## src/rtl/regfile_writeback_queue.sv

```systemverilog
// Write-back queue feeding the two-write-port register file; one result issued per cycle.
// Define WB_BYPASS_EN to let a result accepted into an empty, unheld queue issue at the accept edge.
module regfile_writeback_queue #(
  parameter int DATA_W = 16,
  parameter int ADDR_W = 4,
  parameter int DEPTH  = 4
) (
  input  logic              clk,
  input  logic              rst,
  input  logic              in_valid,
  output logic              in_ready,
  input  logic [ADDR_W-1:0] in_dst1,
  input  logic [DATA_W-1:0] in_data1,
  input  logic              in_dual,
  input  logic [ADDR_W-1:0] in_dst2,
  input  logic [DATA_W-1:0] in_data2,
  input  logic              wb_hold,
  output logic              RegWrite,
  output logic              WriteOP2,
  output logic [ADDR_W-1:0] WriteReg1,
  output logic [ADDR_W-1:0] WriteReg2,
  output logic [DATA_W-1:0] WriteData1,
  output logic [DATA_W-1:0] WriteData2,
  output logic [15:0]       pending_mask,
  output logic [ADDR_W-1:0] fifo_count
);

  localparam int PTR_W = (DEPTH > 1) ? $clog2(DEPTH) : 1;

  logic [ADDR_W-1:0] q_dst1  [DEPTH];
  logic [ADDR_W-1:0] q_dst2  [DEPTH];
  logic [DATA_W-1:0] q_data1 [DEPTH];
  logic [DATA_W-1:0] q_data2 [DEPTH];
  logic [DEPTH-1:0]  q_dual;
  logic [DEPTH-1:0]  q_vld;

  logic [PTR_W-1:0]  wr_ptr, rd_ptr;
  logic [ADDR_W-1:0] count;

  logic              n_dual;
  logic [DATA_W-1:0] n_data1;
  logic              accept, pop, push, bypass;

  // Same-address dual write collapses to one write carrying the port-2 data
  assign n_dual  = in_dual && (in_dst2 != in_dst1);
  assign n_data1 = (in_dual && (in_dst2 == in_dst1)) ? in_data2 : in_data1;

  assign in_ready   = (count != ADDR_W'(DEPTH));
  assign fifo_count = count;
  assign accept     = in_valid && in_ready;
  assign pop        = !wb_hold && (count != '0);
`ifdef WB_BYPASS_EN
  assign bypass     = accept && !wb_hold && (count == '0);
`else
  assign bypass     = 1'b0;
`endif
  assign push       = accept && !bypass;

  always_ff @(posedge clk) begin
    if (!rst) begin
      wr_ptr     <= '0;
      rd_ptr     <= '0;
      count      <= '0;
      q_vld      <= '0;
      q_dual     <= '0;
      RegWrite   <= 1'b0;
      WriteOP2   <= 1'b0;
      WriteReg1  <= '0;
      WriteReg2  <= '0;
      WriteData1 <= '0;
      WriteData2 <= '0;
    end else begin
      if (push) begin
        q_dst1[wr_ptr]  <= in_dst1;
        q_dst2[wr_ptr]  <= in_dst2;
        q_data1[wr_ptr] <= n_data1;
        q_data2[wr_ptr] <= in_data2;
        q_dual[wr_ptr]  <= n_dual;
        q_vld[wr_ptr]   <= 1'b1;
        wr_ptr          <= wr_ptr + 1'b1;
      end
      if (pop) begin
        q_vld[rd_ptr] <= 1'b0;
        rd_ptr        <= rd_ptr + 1'b1;
      end
      case ({push, pop})
        2'b10:   count <= count + 1'b1;
        2'b01:   count <= count - 1'b1;
        default: count <= count;
      endcase

      if (pop) begin
        RegWrite   <= 1'b1;
        WriteOP2   <= q_dual[rd_ptr];
        WriteReg1  <= q_dst1[rd_ptr];
        WriteReg2  <= q_dst2[rd_ptr];
        WriteData1 <= q_data1[rd_ptr];
        WriteData2 <= q_data2[rd_ptr];
      end else if (bypass) begin
        RegWrite   <= 1'b1;
        WriteOP2   <= n_dual;
        WriteReg1  <= in_dst1;
        WriteReg2  <= in_dst2;
        WriteData1 <= n_data1;
        WriteData2 <= in_data2;
      end else begin
        RegWrite <= 1'b0;
        WriteOP2 <= 1'b0;
      end
    end
  end

  // Queued writes plus whatever is on the write ports this cycle
  always_comb begin
    pending_mask = '0;
    for (int i = 0; i < DEPTH; i++) begin
      if (q_vld[i]) begin
        pending_mask[q_dst1[i]] = 1'b1;
        if (q_dual[i]) pending_mask[q_dst2[i]] = 1'b1;
      end
    end
    if (RegWrite) pending_mask[WriteReg1] = 1'b1;
    if (WriteOP2) pending_mask[WriteReg2] = 1'b1;
  end

endmodule

```

## config.mk

```make
export PLATFORM = sky130hd
export DESIGN_NAME = regfile_writeback_queue
export DESIGN_NICKNAME = d
export VERILOG_FILES = /design/src/rtl/regfile_writeback_queue.sv
export SDC_FILE = /design/constraint.sdc
export NUM_CORES = 1
export LEC_CHECK = 0
export CORE_ASPECT_RATIO = 0.7
export CORE_MARGIN = 2
export CORE_UTILIZATION = 53
export CTS_BUF_LIST = sky130_fd_sc_hd__clkbuf_8
export CTS_CLUSTER_SIZE = 30
export DETAILED_ROUTE_END_ITERATION = 10
export GPL_TIMING_DRIVEN = 0
export MAX_ROUTING_LAYER = met4
export PLACE_DENSITY = 0.79
export SKIP_CTS_REPAIR_TIMING = 1
export SYNTH_ARGS = -nofsm -noshare
export SYNTH_HDL_FRONTEND = slang
export SYNTH_SLANG_ARGS = --single-unit
```

## constraint.sdc

```tcl
create_clock -name clk -period 2.5 [get_ports clk]
set_clock_uncertainty 0.15 [all_clocks]
set_input_delay 0.625 -clock clk [delete_from_list [all_inputs] [get_ports clk]]
set_output_delay 0.625 -clock clk [all_outputs]
set_load 0.01 [all_outputs]
```

Word level (Yosys, flattened, before mapping)
Memories as Yosys holds them, arrays and structs flattened. A register that Yosys moved wholly into a read port is not among the register bits.
Index checks and enable logic that the tools add are counted.
{"block": "totals", "register_bits": 18, "latch_bits": 0, "ramBits": 160, "mem_bits_ro": 0, "input_bits": 45, "output_inout_bits": 63, "wordCells": 126, "n_memories": 4}
{"block": "classes", "addsub": 4, "multipliers": 0, "div_mod_pow": 0, "n_lt_le_gt_ge": 24, "eq_ne": 5, "shifts": 0, "n_mux": 46, "bitwise": 12, "reduce_logical": 24}
{"name": "q_data1", "words": 4, "word_bits": 16, "read_ports": 1, "rd_clocked_by_memory_dff": 1, "write_ports": 1, "line": "32", "source": "logic [DATA_W-1:0] q_data1 [DEPTH];"}
{"name": "q_data2", "words": 4, "word_bits": 16, "read_ports": 1, "rd_clocked_by_memory_dff": 1, "write_ports": 1, "line": "33", "source": "logic [DATA_W-1:0] q_data2 [DEPTH];"}
{"name": "q_dst1", "words": 4, "word_bits": 4, "read_ports": 5, "rd_clocked_by_memory_dff": 1, "write_ports": 1, "line": "30", "source": "logic [ADDR_W-1:0] q_dst1 [DEPTH];"}
{"name": "q_dst2", "words": 4, "word_bits": 4, "read_ports": 5, "rd_clocked_by_memory_dff": 1, "write_ports": 1, "line": "31", "source": "logic [ADDR_W-1:0] q_dst2 [DEPTH];"}
{"cell": "16-bit 2-to-1 mux", "n": 11}
{"cell": "16-bit bitwise OR", "n": 9}
{"cell": "4-bit by 5-bit < comparator with 1-bit output, second input constant", "n": 10}
{"cell": "1-bit demux with 4-bit select", "n": 10}
{"cell": "4-bit by 1-bit greater-or-equal comparator with 1-bit output, second input constant", "n": 10}
{"cell": "1-bit 2-to-1 mux", "n": 17}
{"cell": "1-bit logical AND", "n": 16}
{"cell": "4-bit 2-to-1 mux", "n": 3}
{"cell": "4-bit case mux with 2 select lines", "n": 1}
{"cell": "2-bit by 3-bit < comparator with 1-bit output, second input constant", "n": 2}
{"cell": "1-bit logical NOT", "n": 5}
{"cell": "2-bit by 1-bit adder with 2-bit output, second input constant", "n": 2}
{"cell": "4-bit by 1-bit adder with 4-bit output, second input constant", "n": 1}
{"cell": "4-bit AND", "n": 1}
{"cell": "4-bit bitwise mux", "n": 1}
{"cell": "1-bit demux with 2-bit select", "n": 2}
{"cell": "4-bit equality test", "n": 1}
{"cell": "2-bit by 1-bit greater-or-equal comparator with 1-bit output, second input constant", "n": 2}
{"cell": "4-bit by 3-bit inequality test with 1-bit output, second input constant", "n": 1}
{"cell": "4-bit inequality test", "n": 1}
{"cell": "4-bit inverter", "n": 1}
{"cell": "4-bit bitwise OR", "n": 1}
{"cell": "4-bit nonzero test", "n": 1}
{"cell": "4-bit by 1-bit subtractor with 4-bit output, second input constant", "n": 1}
{"cell": "other kinds (5)", "n": 5}

Longest topological paths before layout
Gate-level depths: netlist of the first run.
An unclocked memory read counts as a cell.
{"block": "depth", "ltp_word": 24, "depth_mapped": 12, "depth_no_buf": 10}

Least setup slack after synthesis of the first run
Ideal clock, no wire load.
{"block": "synth_timing", "kind": "reg2reg", "start": "reg count[0] (netlist: fifo_count[0])", "end": "reg count[3] (netlist: fifo_count[3])", "setup_time_ns": 0.070, "t_arrival_ns": 2.534, "setup_slack_ns": -0.255, "stages_incl_launch_ff": 11, "cell_sequence": "dfxtp_1 or4b_4 and2_4 buf_6 inv_1 ha_1 ha_1 a21oi_1 a21oi_1 or4_1 a21oi_1"}
{"block": "synth_via", "elab_chain_len": 4, "elab_cells_between_ends": 10, "classes_between": "add/sub: 2; eq/ne: 3; mux: 1; reduce/logical: 4"}
{"element": "start: declaration", "line": "38", "source": "logic [ADDR_W-1:0] count;"}
{"element": "start signal: assignment", "line": "87", "source": "2'b10: count <= count + 1'b1;"}
{"element": "start signal: assignment", "line": "88", "source": "2'b01: count <= count - 1'b1;"}
{"element": "start signal: assignment", "line": "89", "source": "default: count <= count;"}
{"element": "4-bit by 3-bit inequality test with 1-bit output *", "line": "48", "source": "assign in_ready = (count != ADDR_W'(DEPTH));"}
{"element": "net in_ready", "line": "11", "source": "output logic in_ready,"}
{"element": "1-bit logical AND *", "line": "50", "source": "assign accept = in_valid && in_ready;"}
{"element": "2-bit by 1-bit equality test with 1-bit output or 2-bit equality test (tied branches)", "line": "86", "source": "case ({push, pop})"}
{"element": "4-bit case mux with 2 select lines or 2-bit nonzero test (tied branches)"}
Mark *: on every way through the listed nets, which the timed path passes. The rest lies on a longest branch.
A chain may end at the register's enable or synchronous reset.

==> impl_metrics.tcl, run 1 <==
set metrics [dict create \
    gr-total-overflow 0 \
    synth.top_cells.by_count "edfxtp_1 (160), nand2_1 (121), dfxtp_1 (58), a21oi_1 (50), o22ai_1 (42)" \
    clock_tree.root_cell "clkbuf_8" \
    netlist.top_cell.by_area "edfxtp_1" \
    cts_tree "yes" \
    globalplace.congestion 1.05 \
    power_switching_share_pct 32.0 \
    remaining_drc_errors 7 \
    setup_viol_count_final 17 \
    fmaxAchievable_ghz 0.336 \
    post_synth_num_cell_types 51 \
    cts_max_level 2 \
    worst_skew_pair.late_latency_ns 0.53 \
    cts_buffer_depth 3 \
    max_stage_delay_ns 0.53 \
    cts_inserted_buffers 34 \
    timing.final.max_slew_violations 0 \
    power_leakage_nw 4.53 \
    via_count 7708 \
    synth.top_cell.area_share_pct 48.6 \
    routed_wire_length_per_instance_um 23.9 \
    ys_seq_area_share_pct 60.3 \
    share_of_the_cycle_needed_by_the_critical_path_after_routing_pct 119 \
    buffers_and_inverters_on_the_worst_path 1 \
    fp.dieH_um 118 \
    maximum_number_of_pins_on_one_net_before_global_route_repair 37 \
    synthTopCellsByArea "edfxtp_1 (49%), dfxtp_1 (12%), mux4_2 (9.3%)" \
    detail_route.iter0.violations 860 \
    portBuffers 107 \
    initial_core_utilization_pct 54.5 \
    synth_enable_flop_cells 160 \
    critical_path_peak_fanout 5 \
    peakVddDrop_mv 0.641 \
    critPathLaunchType "flop" \
    dominantRegCellSynth "edfxtp_1" \
    slew_headroom_pct 52.8 \
    num-fill-cells 1235 \
    total_power_per_unit_cell_area_mw_per_mm2 816 \
    ys.warnings.count 0 \
    clock-sinks 218 \
    synthesis.area_per_instance_um2 12.9 \
    failed_checks "DRC, setup timing" \
    first_pass_grt_wire_length_mm 42.4 \
    cp_data_arrival_time_ns 2.21 \
    grt.total_usage_pct 29.6 \
    timing.critical_path.cells "or2_4, o32ai_1, a22o_1, or4_4, buf_6" \
    tightest_slew_ns 0.708 \
    cts.clk_slew.worst_paths_ns 0.06 \
    power_frac_seq_pct 44.8 \
    chipWidth_um 167 \
    run_status "finished with violations" \
    first_global_vias 7097 \
    setup.worst_path.end_class "output port" \
    cell_internal_pwr_mw 7.22 \
    postRouteWirelength_mm 29.7 \
    finalHoldViolations 0 \
    post_route_cells_drive_above_1_share_pct 32.0 \
    hp-class "flop to flop" \
    dpl_cell_area_mm2 0.0114 \
    first_pass_iters 9 \
    comb_power_share_pct 29.1 \
    mappedNetlistNets 825 \
    fin_crit_ns 2.98 \
    critical_path_class "flop to output port" \
    io-pin-count 108 \
    critPathTopFamily "simple AND/OR/NAND/NOR gates" \
    synth_seq_cells 218 \
    setup_slack_at_placement_ns -0.743 \
    fin_worst_hold_slack_ns 0.305 \
    fp.coreArea_mm2 0.0182 \
    rsz0062_at_grt "yes" \
    synthesis.area_mm2 0.00990 \
    total_switching_power_mw 3.39 \
    final_critical_path_setup_slack_ns -0.481 \
    maxCapViolations 0 \
    detailedPlacementHpwl_mm 20.2 \
    power_frac_clock_pct 26.1 \
    finish.instance_area_mm2 0.0130 \
    timing.critical_path.slowest_stage_cell "edfxtp_1" \
    core.rowCount 41 \
    yosys.cell_count.top_type "edfxtp_1" \
    area_of_the_die_mm2 0.0198 \
    finalNetCount 1035 \
    ys_async_sr_fraction_pct 0 \
    synthesis.instances 768 \
    antenna_violating_nets_post_route 0 \
    via_per_inst 6.21 \
    antenna_found_initial 1 \
    required_ns 1.73 \
    flow.area_growth_from_synthesis_pct 31.5 \
]
-- cell type report --
| type | instances | area (um2) | area share [%] |
|---|---|---|---|
| inverter | 15 | 61.3 | 0.471 |
| clock inverter | 25 | 123 | 0.942 |
| timing repair buffer | 180 | 1650 | 12.7 |
| tap | 236 | 295 | 2.27 |
| clock buffer | 37 | 509 | 3.91 |
| buffer | 37 | 219 | 1.68 |
| antenna | 1 | 2.50 | 0.0192 |
| sequential | 218 | 5990 | 46.0 |
| multi-input combinational | 492 | 4170 | 32.0 |
-- sequential cells by signal, summed over array words and instances, names as in the netlist, 16 cells and up --
| name | count |
|---|---|
| WriteData1 | 16 |
| WriteData2 | 16 |
| q_data1 | 64 |
| q_data2 | 64 |
| q_dst1 | 16 |
| q_dst2 | 16 |
-- power by group through the flow --
stage / sequential (mW) / combinational (mW) / clock (mW)
after detailed placement: 4.77 / 2.83 / 0
after floorplan: 4.75 / 1.58 / 0
final: 4.76 / 3.09 / 2.77
after global placement: 4.77 / 2.77 / 0
after CTS: 4.70 / 2.85 / 2.81
after global routing: 4.79 / 3.31 / 2.96
-- layer usage --
| layer | track usage [%] | vias to the layer above | part of all wire (%) |
|---|---|---|---|
| met1 | 42.8 | 3796 | 42 |
| met2 | 42.5 | 450 | 45 |
| met5 | - | - | 0 |
| li1 | - | 3390 | - |
| met4 | 8.97 | 0 | 3.1 |
| met3 | 6.13 | 72 | 10 |
-- tightest hold or removal path: stages, from the launching register on --
cell and delay, ns:
dfxtp_1 0.31, nand2_1 0.05, a21oi_1 0.05
-- cell families (layout without fill, tap and decap cells) --
family | count (synthesis) | in the layout | share of synthesized area (%)
and+or+nand+nor | 271 | 271 | 13.8
buffers and inverters | 58 | 294 | 2.67
muxes | 62 | 62 | 12.0
DFF | 218 | 218 | 60.3
AOI/OAI and AO/OA | 139 | 139 | 8.89
other | 0 | 1 | 0
adders and majority gates | 12 | 12 | 1.59
xor gates and xnor gates | 8 | 8 | 0.708
-- cell usage in the layout, fill, tap and decap left out, types with 5 or more instances in the layout --
cell type	instances
nand4_1	6
nand3b_1	22
edfxtp_1	160
o22ai_1	27
nand2b_4	9
mux2_2	6
mux2i_1	5
a22oi_2	6
nor3_2	5
buf_2	17
nor3_1	18
clkbuf_1	14
nor2_1	21
mux4_2	41
or3b_4	5
o22ai_2	14
clkdlybuf4s50_1	90
buf_4	66
a22oi_1	6
inv_1	25
clkbuf_2	6
o32ai_1	8
clkbuf_8	37
o32ai_2	9
mux2_4	10
nand3_1	7
a21oi_1	48
nor4_1	7
nand2b_1	17
ha_1	8
xor2_1	6
dfxtp_1	42
or2_2	6
nand2_1	118
dfxtp_2	15
buf_6	15
-- final timing paths --
path	start	cells after the start	to	slack (ns)
max	q_dst1[2][2]	5	pending_mask[10]	-0.48
min	WriteData1[14]	2	WriteData1[14]	0.31
max reg2reg	fifo_count[0]	11	fifo_count[3]	-0.10
min reg2reg	WriteData1[14]	2	WriteData1[14]	0.31
-- through the flow --
step	power (mW)	setup TNS (ns)	utilization (%)	std cells
2_1_floorplan	6.33	-6.10	-	768
3_3_place_gp	7.54	-260.30	62.3	1111
3_5_place_dp	7.60	-78.76	62.8	1115
4_1_cts	10.4	-22.32	66.2	1177
5_1_grt	11.1	-8.68	71.7	1241
6_report	10.6	-5.82	71.7	1241
Note: power is estimated with default switching activity, not from simulation.
==> run 2: changes to the inputs <==
Settings changed: ABC_AREA set to 1, CORE_ASPECT_RATIO 0.7 to 0.8, PLACE_DENSITY 0.79 to 0.78.
==> run 2 against run 1 <==
Net effect: the run ends with setup timing left; die area up 5.8%; hold slack worse by 0.038 ns; clock power up 10%; worst setup slack better by 0.21 ns; synthesized cell count up 61%; first-iteration DRC count up 47%; final area up 2.4%; critical path depth up 5; utilization down 2.3 points; sequential cell count unchanged; final cell count up 36%; largest power group unchanged.
==> impl_metrics.tcl, run 2 <==
set metrics [dict create \
    cp_data_arrival_time_ns 2.00 \
    maxCapViolations 0 \
    first_pass_iters 5 \
    finish.instance_area_mm2 0.0133 \
    required_ns 1.73 \
    synthesis.area_mm2 0.0105 \
    rsz0062_at_grt "yes" \
    power_leakage_nw 5.41 \
    post_synth_xor_area_fraction_pct 0.334 \
    failed_checks "setup timing" \
    reg.largest.list "q_data1 (64), q_data2 (64)" \
    synth_seq_cells 218 \
    area_of_the_die_mm2 0.0209 \
    timing.rr.end "fifo_count[3]" \
    maximum_number_of_pins_on_one_net_before_global_route_repair 32 \
    fmaxAchievable_ghz 0.360 \
    mappedNetlistNets 1292 \
    layout.core_utilization_pct 69.4 \
    place.detailed.instances 1603 \
    initial_core_utilization_pct 54.6 \
    io-pin-count 108 \
    max_stage_delay_ns 0.49 \
    clock-sinks 218 \
    most_common_cell_after_layout_fill_and_taps_aside "nand2_1" \
    antenna_found_initial 0 \
    gr-total-overflow 0 \
    post_route_cells_drive_above_1_share_pct 17.7 \
    clock_tree.root_cell "clkbuf_8" \
    run_status "finished with violations" \
    ys.warnings.count 0 \
    worst_skew_pair.late_latency_ns 0.56 \
    finalNetCount 1465 \
    most-common-layout-cells "nand2_1 (247), nor2_1 (176), edfxtp_1 (160)" \
    yosys.area_share.simple_pct 21.1 \
    whs_path_depth 3 \
    rr_startpoint "fifo_count[0]" \
    remaining_drc_errors 0 \
    timing.critical_path.slowest_stage_cell "edfxtp_1" \
    yosys.cell_count.top_type "nand2_1" \
    timing.critical_path.cells "buf_4, nand2_2, inv_2, nand3_1, nand2_1, nand2_1, nand2_2, nor2_4, nand2_1, buf_2" \
    r2r_cells 13 \
    first_pass_grt_wire_length_mm 47.7 \
    fin_crit_ns 2.78 \
    num_antenna_cells 0 \
    setup.worst_path.end_class "output port" \
    synth_enable_flop_cells 160 \
    synth.top_cell.area_share_pct 45.8 \
    ys_seq_area_share_pct 56.9 \
    timing.final.max_slew_violations 0 \
    antenna_violating_nets_post_route 0 \
    fp.dieH_um 130 \
    hp-class "input port to flop" \
    dpl_cell_area_mm2 0.0120 \
    flow.area_growth_from_synthesis_pct 27.0 \
    netlist.top_cell.by_area "edfxtp_1" \
    synthesis.instances 1235 \
    slew_headroom_pct 48.8 \
    core.rowCount 45 \
    setup_slack_at_placement_ns -0.557 \
    detailedPlacementHpwl_mm 23.1 \
    first_global_vias 8510 \
    post_synth_num_cell_types 31 \
    cts_inserted_buffers 31 \
    detail_route.iter0.violations 1267 \
    via_per_inst 5.65 \
    timing.hold.worst.start "rst" \
    power_mw 11.5 \
    synthTopCellsByArea "edfxtp_1 (46%), dfxtp_1 (11%), nand2_1 (9.6%)" \
    cts_buffer_depth 3 \
    synth.top_cells.by_count "nand2_1 (269), nor2_1 (223), o21ai_0 (164), edfxtp_1 (160), inv_1 (113)" \
    peakVddDrop_mv 0.536 \
    fin_worst_hold_slack_ns 0.267 \
    finalHoldViolations 0 \
    num-fill-cells 1501 \
    grt.total_usage_pct 30.7 \
    synth.mux.area_fraction_pct 0 \
    share_of_the_cycle_needed_by_the_critical_path_after_routing_pct 111 \
    final_critical_path_setup_slack_ns -0.275 \
    synth_fa_ha_area_share_pct 1.50 \
    critPathLaunchType "flop" \
    cts.clk_slew.worst_paths_ns 0.07 \
    regToRegSetupSlack_ns 0.30 \
    dominantRegCellSynth "edfxtp_1" \
    cpMostUsedCell "nand2_1" \
    critical_path_peak_fanout 4 \
    via_count 9539 \
    synthesis.area_per_instance_um2 8.49 \
    globalplace.congestion 1.00 \
    hold-path-endpoint "fifo_count[1]" \
    fin_setup_tns_ns -3.36 \
    postRouteWirelength_mm 31.8 \
    setup_viol_count_final 16 \
    critical_path_class "flop to output port" \
    tightest_slew_ns 0.769 \
    routed_wire_length_per_instance_um 18.8 \
    instances_no_fill 1689 \
    cts_tree "yes" \
    portBuffers 106 \
    synth-compound-area-share_pct 13.6 \
    cts_max_level 1 \
    ys_async_sr_fraction_pct 0 \
    chipWidth_um 161 \
    synth_top_family_by_area "simple AND/OR/NAND/NOR gates" \
    fp.coreArea_mm2 0.0192 \
    total_power_per_unit_cell_area_mw_per_mm2 866 \
]
-- run 2: kinds of logic after synthesis --
family,count (synthesis)
DFF,218
adders and majority gates,12
buffers and inverters,169
AOI/OAI and AO/OA,271
xor gates and xnor gates,4
and+or+nand+nor,561
-- run 2: worst max-delay path, delay by kind of cell, from the launching register on --
| kind | cells | cell delay [ns] |
|---|---|---|
| buf+inv | 3 | 0.37 |
| flops | 1 | 0.49 |
| simple gates | 7 | 0.57 |
-- run 2: how the worst max path moves through the flow --
stage | end | from | slack (ns)
2_1_floorplan | q_data1[0][0] | rst | -0.05
3_3_place_gp | q_dst2[3][2] | in_valid | -1.32
3_5_place_dp | q_data1[3][8] | in_dst1[2] | -0.56
4_1_cts | pending_mask[10] | RegWrite | -0.86
5_1_grt | pending_mask[14] | q_dst2[3][3] | -0.35
6_report | pending_mask[14] | q_dst2[3][3] | -0.28
-- run 2: layout make-up --
cell class | count | area (um2) | area share, %
plain buffers | 50 | 267 | 2.00
clock buffers | 39 | 537 | 4.03
clock inverters | 17 | 159 | 1.19
inverters | 116 | 448 | 3.36
multi-input cells | 848 | 4260 | 32.0
flip-flops and latches | 218 | 5970 | 44.8
well taps | 258 | 323 | 2.42
repair buffers | 143 | 1360 | 10.2
-- run 2: per-layer routing --
metal	up-vias	GRT usage [%]	wire length, um	part of all wire [%]
met4	0	6.62	556	1.8
li1	4478	-	-	-
met5	-	-	0	0
met2	509	43.6	13500	43
met3	51	7.06	3530	11
met1	4501	45.3	14200	45
-- run 2: power by group --
part	leakage (nW)	switching, mW	internal (mW)	total [mW]
logic	3.10	2.34	1.42	3.75
registers	1.93	0.369	4.36	4.73
clock network	0.378	1.34	1.72	3.06
==> run 3: changes to the inputs <==
Settings changed: CORE_MARGIN 2 to 1.5, SLEW_MARGIN set to 10.
==> run 3 against run 2 <==
Net effect: the run still ends with setup timing left; register-to-register slack worse by 0.09 ns; die area decreased by 1.4%; power down 2.6%; highest routed layer unchanged; via count rose by 0.99%; global-route usage rose by 0.77 points; clock power down 11%; maximum frequency rose by 0.68%; utilization down 0.26 points; combinational power up 1%; count of clock-buffer cells in the layout fell by 3.
==> impl_metrics.tcl, run 3 (synthesis results as in run 2) <==
set metrics [dict create \
    cts_tree "yes" \
    grt.total_usage_pct 31.5 \
    cpMostUsedCell "nand2_1" \
    power_mw 11.2 \
    detailedPlacementHpwl_mm 23.1 \
    worst_skew_pair.late_latency_ns 0.56 \
    critPathLaunchType "flop" \
    postRouteWirelength_mm 32.5 \
    run_status "finished with violations" \
    flow.area_growth_from_synthesis_pct 26.5 \
    cts_max_level 1 \
    gr-total-overflow 0 \
    via_count 9633 \
    routed_wire_length_per_instance_um 19.2 \
    antenna_violating_nets_post_route 0 \
    power_switching_share_pct 35.8 \
    failed_checks "setup timing" \
    slew_headroom_pct 49.4 \
    detail_route.iter0.violations 1288 \
    share_of_the_cycle_needed_by_the_critical_path_after_routing_pct 110 \
    critical_path_peak_fanout 4 \
    setup_viol_count_final 16 \
    cts_inserted_buffers 31 \
    area_of_the_die_mm2 0.0207 \
    total_switching_power_mw 4.03 \
    most_common_cell_after_layout_fill_and_taps_aside "nand2_1" \
    cts.clk_slew.worst_paths_ns 0.07 \
    chipWidth_um 160 \
    timing.critical_path.cells "inv_2, nand2_1, inv_1, nand3_1, nand2_1, nand2_1, nand2_2, nor2_4, nand2_1, buf_2" \
    core.rowCount 45 \
    io-pin-count 108 \
    power_frac_seq_pct 42.1 \
    num-fill-cells 1535 \
    first_pass_grt_wire_length_mm 47.9 \
    most-common-layout-cells "nand2_1 (241), nor2_1 (178), edfxtp_1 (160)" \
    post_route_cells_drive_above_1_share_pct 18.0 \
    critical_path_class "flop to output port" \
    timing.critical_path.slowest_stage_cell "edfxtp_1" \
    via_per_inst 5.69 \
    layout.core_utilization_pct 69.1 \
    cts_buffer_depth 3 \
    comb_power_share_pct 33.8 \
    antenna_found_initial 0 \
    fin_crit_ns 2.76 \
    peakVddDrop_mv 0.532 \
    max_stage_delay_ns 0.47 \
    fmaxAchievable_ghz 0.363 \
    rsz0062_at_grt "yes" \
    cp_data_arrival_time_ns 1.98 \
    finalNetCount 1469 \
    power_frac_clock_pct 24.1 \
    fp.dieH_um 129 \
    globalplace.congestion 0.967 \
    first_global_vias 8639 \
    power_leakage_nw 5.40 \
    num_antenna_cells 0 \
    reg.largest.list "q_data1 (64), q_data2 (64)" \
    total_power_per_unit_cell_area_mw_per_mm2 846 \
    maximum_number_of_pins_on_one_net_before_global_route_repair 29 \
    tightest_slew_ns 0.757 \
    setup.worst_path.end_class "output port" \
    finalHoldViolations 0 \
    fp.coreArea_mm2 0.0192 \
    portBuffers 106 \
    hp-class "input port to flop" \
    maxCapViolations 0 \
    timing.final.max_slew_violations 0 \
    clock_tree.root_cell "clkbuf_8" \
    clock-sinks 218 \
    cell_internal_pwr_mw 7.21 \
    first_pass_iters 7 \
    required_ns 1.73 \
    remaining_drc_errors 0 \
    initial_core_utilization_pct 54.6 \
    final_critical_path_setup_slack_ns -0.257 \
]
run 3: cell count changes in the layout (fill, tap and decap cells not counted), moves of 4 or more:
cell / change
clkbuf_2: -4
inv_2: +12
inv_4: -4
nand2_1: -6
nand2_2: +7
nand3_1: -5
nand3_2: +6
nor2_2: -4
o21ai_0: -4
o21ai_1: +8
run 3: area by class of cell:
class	instances	area, um2	area share, %
clock inverter	21	108	0.811
multi-input combinational	848	4270	32.2
tap	258	323	2.43
timing repair buffer	146	1390	10.5
clock buffer	36	495	3.73
sequential	218	5970	45.0
inverter	116	438	3.30
buffer	51	275	2.07
run 3: final timing paths:
| kind | start | to | slack [ns] | cells past startpoint |
|---|---|---|---|---|
| min | rst | fifo_count[1] | 0.25 | 3 |
| min reg2reg | WriteData2[2] | WriteData2[2] | 0.37 | 2 |
| max reg2reg | fifo_count[1] | q_data1[3][8] | 0.21 | 5 |
| max | q_dst2[2][0] | pending_mask[2] | -0.26 | 10 |
run 3: layer usage:
metal / part of all wire, % / track usage [%]
met1: 45 / 46.5
met3: 10 / 5.80
met4: 2.1 / 6.82
met5: 0 / -
met2: 43 / 45.3
run 3: critical path, delay by kind of cell (launching register included):
family | cells | cell delay (ns)
buf+inv | 3 | 0.35
simple gates | 7 | 0.60
flops | 1 | 0.47
run 3: power groups by stage:
stage / Combinational [mW] / Clock, mW / Sequential [mW]
floorplan: 1.99 / 0 / 4.80
global placement: 3.53 / 0 / 4.75
detailed placement: 3.63 / 0 / 4.76
CTS: 3.66 / 2.72 / 4.69
global route: 4.13 / 2.88 / 4.77
finish: 3.80 / 2.71 / 4.72
run 3: stage by stage:
| step | setup slack, ns | hold slack [ns] | area, um2 | cells | TNS (ns) |
|---|---|---|---|---|---|
| 3_3_place_gp | -1.35 | 0.346 | 11900 | 1599 | -234.47 |
| 3_5_place_dp | -0.569 | 0.357 | 12000 | 1603 | -61.97 |
| 4_1_cts | -0.792 | 0.232 | 12600 | 1660 | -11.19 |
| 5_1_grt | -0.345 | 0.272 | 13300 | 1694 | -4.82 |
| 2_1_floorplan | -0.0467 | 0.340 | 10500 | 1235 | -7.47 |
| 6_report | -0.257 | 0.252 | 13300 | 1694 | -3.15 |
